==> src/rtl/crg_rst_sequencer.sv <==
`default_nettype none
// ============================================================================
// Module      : crg_rst_sequencer
// Description : Releases peripheral reset domains one at a time, in index
//               order and with programmable spacing, once the platform is
//               ready. Afterwards it services per-domain soft-reset requests
//               by holding one domain in reset for a fixed time and then
//               acknowledging. Every output comes straight from a flop.
// Revision    : 1.0 - initial release
// ============================================================================
module crg_rst_sequencer #(
    parameter int NUM_DOM     = 4,   // number of sequenced reset domains
    parameter int GAP_CYCLES  = 16,  // spacing between start-up releases (>= 1)
    parameter int HOLD_CYCLES = 32,  // soft-reset hold time (>= 1)
    parameter int CNT_W       = 8    // 2**CNT_W > max(GAP_CYCLES, HOLD_CYCLES)
) (
    input  logic               sys_clk,
    input  logic               sys_rstn,
    input  logic               init_done,
    input  logic [NUM_DOM-1:0] soft_req,
    output logic [NUM_DOM-1:0] dom_rstn,
    output logic [NUM_DOM-1:0] soft_ack,
    output logic               seq_busy,
    output logic               all_ready
);

    localparam int IDX_W = (NUM_DOM > 1) ? $clog2(NUM_DOM) : 1;

    localparam logic [CNT_W-1:0] GAP_LAST  = CNT_W'(GAP_CYCLES - 1);
    localparam logic [CNT_W-1:0] HOLD_LAST = CNT_W'(HOLD_CYCLES - 1);
    localparam logic [IDX_W-1:0] IDX_LAST  = IDX_W'(NUM_DOM - 1);

    typedef enum logic [1:0] {
        ST_WAIT_INIT = 2'd0,
        ST_GAP       = 2'd1,
        ST_RUN       = 2'd2,
        ST_SOFT      = 2'd3
    } state_t;

    state_t             state_q,     state_d;
    logic [CNT_W-1:0]   counter_q,   counter_d;
    logic [IDX_W-1:0]   idx_q,       idx_d;
    logic [NUM_DOM-1:0] pending_q,   pending_d;
    logic [NUM_DOM-1:0] dom_rstn_q,  dom_rstn_d;
    logic [NUM_DOM-1:0] soft_ack_q,  soft_ack_d;
    logic               seq_busy_q,  seq_busy_d;
    logic               all_ready_q, all_ready_d;

    logic [IDX_W-1:0]   sel_idx;

    // Fixed-priority pick of the lowest pending domain.
    always_comb begin
        sel_idx = '0;
        for (int k = NUM_DOM - 1; k >= 0; k--) begin
            if (pending_q[k]) begin
                sel_idx = IDX_W'(k);
            end
        end
    end

    // Next-state, counter, pending and registered-output computation.
    always_comb begin
        state_d     = state_q;
        counter_d   = counter_q;
        idx_d       = idx_q;
        pending_d   = pending_q;
        dom_rstn_d  = dom_rstn_q;
        soft_ack_d  = '0;
        seq_busy_d  = seq_busy_q;
        all_ready_d = all_ready_q;

        case (state_q)
            ST_WAIT_INIT: begin
                if (init_done) begin
                    state_d   = ST_GAP;
                    idx_d     = '0;
                    counter_d = '0;
                end
            end

            ST_GAP: begin
                if (counter_q == GAP_LAST) begin
                    dom_rstn_d[idx_q] = 1'b1;
                    counter_d         = '0;
                    if (idx_q == IDX_LAST) begin
                        state_d     = ST_RUN;
                        seq_busy_d  = 1'b0;
                        all_ready_d = 1'b1;
                    end else begin
                        idx_d = idx_q + 1'b1;
                    end
                end else begin
                    counter_d = counter_q + 1'b1;
                end
            end

            ST_RUN: begin
                if (|pending_q) begin
                    state_d             = ST_SOFT;
                    idx_d               = sel_idx;
                    dom_rstn_d[sel_idx] = 1'b0;
                    pending_d[sel_idx]  = 1'b0;
                    counter_d           = '0;
                    seq_busy_d          = 1'b1;
                    all_ready_d         = 1'b0;
                end
                // A new request beats a clear of the same bit.
                pending_d = pending_d | soft_req;
            end

            ST_SOFT: begin
                pending_d = pending_q | soft_req;
                if (counter_q == HOLD_LAST) begin
                    dom_rstn_d[idx_q] = 1'b1;
                    soft_ack_d[idx_q] = 1'b1;
                    state_d           = ST_RUN;
                    counter_d         = '0;
                    // Stay busy across the single RUN cycle if more work waits.
                    seq_busy_d        = |pending_d;
                    all_ready_d       = ~(|pending_d);
                end else begin
                    counter_d = counter_q + 1'b1;
                end
            end

            default: begin
                state_d = ST_WAIT_INIT;
            end
        endcase

        // Losing platform readiness puts every domain back in reset and drops
        // any soft reset in progress without acknowledging it.
        if (state_q != ST_WAIT_INIT && !init_done) begin
            state_d     = ST_WAIT_INIT;
            counter_d   = '0;
            idx_d       = '0;
            pending_d   = '0;
            dom_rstn_d  = '0;
            soft_ack_d  = '0;
            seq_busy_d  = 1'b1;
            all_ready_d = 1'b0;
        end
    end

    // State and output registers with asynchronous active-low reset.
    always_ff @(posedge sys_clk or negedge sys_rstn) begin
        if (!sys_rstn) begin
            state_q     <= ST_WAIT_INIT;
            counter_q   <= '0;
            idx_q       <= '0;
            pending_q   <= '0;
            dom_rstn_q  <= '0;
            soft_ack_q  <= '0;
            seq_busy_q  <= 1'b1;
            all_ready_q <= 1'b0;
        end else begin
            state_q     <= state_d;
            counter_q   <= counter_d;
            idx_q       <= idx_d;
            pending_q   <= pending_d;
            dom_rstn_q  <= dom_rstn_d;
            soft_ack_q  <= soft_ack_d;
            seq_busy_q  <= seq_busy_d;
            all_ready_q <= all_ready_d;
        end
    end

    assign dom_rstn  = dom_rstn_q;
    assign soft_ack  = soft_ack_q;
    assign seq_busy  = seq_busy_q;
    assign all_ready = all_ready_q;

endmodule
`default_nettype wire

==> config.mk <==
export PLATFORM = sky130hd
export DESIGN_NAME = crg_rst_sequencer
export DESIGN_NICKNAME = d
export VERILOG_FILES = /design/src/rtl/crg_rst_sequencer.sv
export SDC_FILE = /design/constraint.sdc
export NUM_CORES = 1
export LEC_CHECK = 0
export BUFFER_PORTS_ARGS = -buffer_cell sky130_fd_sc_hd__buf_2
export CORE_UTILIZATION = 40
export DETAILED_ROUTE_END_ITERATION = 6
export GPL_ROUTABILITY_DRIVEN = 1
export GPL_TIMING_DRIVEN = 0
export HOLD_SLACK_MARGIN = 0.1
export PLACE_DENSITY = 0.55
export REMOVE_ABC_BUFFERS = 1
export SLEW_MARGIN = 10
export SYNTH_ARGS = -nofsm -noshare
export SYNTH_HDL_FRONTEND = slang
export SYNTH_SLANG_ARGS = --single-unit
==> constraint.sdc <==
create_clock -name sys_clk -period 2.5 [get_ports sys_clk]
set_clock_uncertainty 0.2 [all_clocks]
set_input_delay 0.375 -clock sys_clk [delete_from_list [all_inputs] [get_ports sys_clk]]
set_output_delay 0.375 -clock sys_clk [all_outputs]
set_load 0.02 [all_outputs]
==> run summary <==
The number of enable-type register cells in the synthesized netlist works out to 0. The tools report the placeable core region as 3771 um2. In this run the deepest clock path goes through 2 buffers. Clock-pin slew on the worst setup and hold paths: 0.09 ns. The post-route standard cell area excluding fillers is 1799 um2, and the data arrival time at the worst-slack endpoint is 2.33 ns.

The largest individual stage delay along the critical path comes from the cell sky130_fd_sc_hd__dfrtp_1. The run gives 0 as the number of hold-slack violations in the final timing report. The flow ran to the end, and the final reports show no timing, DRC or antenna violations. At the end of the flow, the number of nets in the layout was 206.

The via count of the first global-routing pass came out at 1280. Leaving out fill and tap cells, the most frequent cell in the layout is sky130_fd_sc_hd__dfrtp_1. For the final core area utilization, the log shows 47.71%. The routed design could run at a clock period as short as 2.374 ns.

The horizontal die dimension works out to 65.50 um. The kind of capture point of the worst setup path was a flop. Entering global routing, the biggest net connects 27 pins.

Summing every instance area after synthesis gives 1613 um2. The run gives 0 as the number of synthesis warnings. The top cell types in the final layout, fill and taps aside, are sky130_fd_sc_hd__dfrtp_1, sky130_fd_sc_hd__buf_2, sky130_fd_sc_hd__nand2_1, sky130_fd_sc_hd__nor2_1, sky130_fd_sc_hd__o21ai_0. After global routing the overflow that remains totals 0. The run gives 46 as the number of unique standard cell types used by synthesis.

The number of antenna cells inserted is 0, and the area share of the largest cell type after synthesis is 38.79%. The first global-routing pass estimated 6023 um of wire. The largest area contributor in the synthesized netlist was sky130_fd_sc_hd__dfrtp_1. Setup repair after global routing left no endpoint under its margin. The fraction of layout instances using a drive strength above 1 was 20.74%; the I/O pin count was 17. For this run, design rule violations remaining after detail routing come to 0. The signal on the critical path passes through inv_1 > ha_2 > nor3b_2 > a31oi_1 > o21ai_0 > mux2_2.

Dividing the synthesized area by the synthesized cell count gives 9.216 um2. The logs give 421.3 MHz for the maximum achievable frequency and 1828 um for the routed length on met1. TritonCTS built the clock tree. The slew at the pin closest to its max-slew limit was 0.5982 ns; the headroom to the max-slew limit was 60.12%. In the global route stage, overall resource usage came out at 18.44%. The via-per-instance ratio is 5.771, and the number of clock sinks is 26.

For the wire length reported by the detailed router, the log shows 3551 um. The routed wire length per instance was 15.05 um. Setup violations remaining at the end of the flow were counted as 0. The logs give 771.3 uV for the maximum resistive drop on vdd and 42.77% for the initial cell density of the core. Detailed placement finished with a half-perimeter wire length of 2556 um. At the worst endpoint, the required time is 2.46 ns. Standard-cell row count: 22.

For this design the ratio of total power to cell area is 1082 nW/um2. The number of antenna violations at the first check in global routing was 0; the number of detailed-routing iterations run before antenna repair was 4. The tools report the maximum level of the CTS H-tree as 1. Critical setup path kind: reg2reg.

The remaining antenna violation count was 0. For this design the static power due to leakage is 0.8137 nW. The final critical path takes up 94.95% of the cycle.

The class of the tightest hold or removal check was in2reg. The count of buffers added on input and output ports is 16. The clock network latency to the later pin of the worst-skew pair came out at 0.27 ns. The clock tree root driver cell was sky130_fd_sc_hd__clkbuf_8. Delay of the slowest cell on the worst path: 0.41 ns. After detailed routing, no signal wire sits above met4. At the end of routability-driven placement, the weighted congestion stood at 0.7837.

Met2 layer wire length in the routed design: 1580 um. Total die area: 4290 um2. In this run, CTS created clock tree buffers numbering 3. The most instantiated flip-flop cell in the synthesis netlist was sky130_fd_sc_hd__dfrtp_1. The number of storage elements in the synthesis netlist was 26; the maximum net fanout on the critical path was 13. In this run the cell area measured after placement is 1697 um2. The fraction of registers with async set/reset works out to 100.0%. Synthesis produced 175 cells. Across the run, the number of max-cap violations was 0. The first routing iteration left 41 violations. Wire segments on met3 add up to 119 um in the final route. The final count of pins violating max slew is 0, and the synthesis-to-finish area growth is 11.56%. Sorting the synthesized cells by area gives the leading types as sky130_fd_sc_hd__dfrtp_1, sky130_fd_sc_hd__ha_1, sky130_fd_sc_hd__nand2_1.

Across all layers, the routed design uses 1362 vias. Die extent in y: 65.50 um. The portion of the post-synthesis area used by sequential elements was 40.42%.

STA classifies the critical path startpoint as a flop.
==> stage by stage <==
step	hold slack [ns]	setup WS (ns)	instances	total power [mW]	setup TNS, ns
after floorplan	-0.1206	0.1732	164	1.369	0
after global placement	0.2119	-0.2933	228	1.614	-2.319
after detailed placement	0.2241	-0.4015	228	1.637	-2.595
after CTS	0.1954	0.02085	233	1.906	0
after global routing	0.2133	0.02643	236	2.096	0
final	0.1969	0.1262	236	1.947	0
==> where the power goes <==
part           total [mW]  internal [mW]  leakage [nW]  switching (mW)
logic                1.07          0.454         0.443           0.613
registers           0.635          0.534         0.348           0.100
clock network       0.246          0.114        0.0228           0.132
==> synth_stat cells, types with 2 or more instances <==
cell,n
sky130_fd_sc_hd__or3_4,2
sky130_fd_sc_hd__a211oi_1,2
sky130_fd_sc_hd__nor2b_1,5
sky130_fd_sc_hd__nor3_1,5
sky130_fd_sc_hd__ha_1,10
sky130_fd_sc_hd__nor2_1,14
sky130_fd_sc_hd__clkbuf_1,4
sky130_fd_sc_hd__a21boi_0,2
sky130_fd_sc_hd__dfrtp_1,25
sky130_fd_sc_hd__o21ai_0,10
sky130_fd_sc_hd__a21oi_1,9
sky130_fd_sc_hd__o221a_2,2
sky130_fd_sc_hd__inv_1,7
sky130_fd_sc_hd__nor3b_1,3
sky130_fd_sc_hd__mux2_2,2
sky130_fd_sc_hd__nand3_1,8
sky130_fd_sc_hd__mux2i_1,2
sky130_fd_sc_hd__o32ai_1,2
sky130_fd_sc_hd__and2_1,4
sky130_fd_sc_hd__a31oi_1,3
sky130_fd_sc_hd__o32a_1,4
sky130_fd_sc_hd__a22o_1,2
sky130_fd_sc_hd__nand2_1,15
sky130_fd_sc_hd__a311o_1,2
sky130_fd_sc_hd__o22ai_1,2
sky130_fd_sc_hd__nand4_1,4
sky130_fd_sc_hd__a31o_2,2
sky130_fd_sc_hd__buf_2,5
==> sequential cells by signal, indices dropped and copies added, names as in the netlist <==
register	count
counter_q	8
dom_rstn	4
pending_q	4
soft_ack	4
idx_q	2
state_q	2
all_ready	1
seq_busy	1
==> area by class of cell <==
| class | count | area (um2) |
|---|---|---|
| well taps | 48 | 60.06 |
| flip-flops and latches | 26 | 651.9 |
| inverters | 7 | 26.28 |
| fillers | 356 | 1972 |
| clock buffers | 4 | 45.04 |
| repair buffers | 20 | 112.6 |
| multi-input cells | 131 | 903.4 |
==> worst paths after layout <==
path / from / end / slack [ns] / cells past startpoint
hold reg to reg: dom_rstn[1] / dom_rstn[1] / 0.32 / 1
setup reg to reg: state_q[0] / idx_q[0] / 0.13 / 6
setup / recovery: state_q[0] / idx_q[0] / 0.13 / 6
min in group asynchronous: sys_rstn / dom_rstn[2] / 0.44 / 2
max in group asynchronous: sys_rstn / counter_q[5] / 1.27 / 2
hold / removal: soft_req[1] / pending_q[1] / 0.20 / 3
==> cells by family after synthesis <==
family	count (synthesis)	synth area share (%)
simple gates	70	23.35
fa+ha+maj	10	7.758
buf+inv	18	5.120
flops	26	40.42
compound gates	47	20.71
mux	4	2.638
==> routing by layer <==
metal / up-vias / track usage [%]
met5: - / 0
met2: 26 / 29.25
li1: 665 / -
met1: 669 / 25.76
met4: 0 / 3.261
met3: 2 / 4.167
==> worst max-delay path, delay by kind of cell, from the launching register on <==
family                     cells  cell delay [ns]
DFF                            1             0.41
AOI/OAI and AO/OA              2             0.48
buffers and inverters          1             0.13
muxes                          1             0.38
and+or+nand+nor                1             0.32
adders and majority gates      1             0.34
==> repair_timing <==
action	in CTS	in global routing
hold buffers	1	0
buffers inserted	0	3
hold endpoints to repair	25	0
cloned	0	0
resized for setup	3	2
endpoints found under the setup margin	15	3
(Power assumes the default switching activity.)
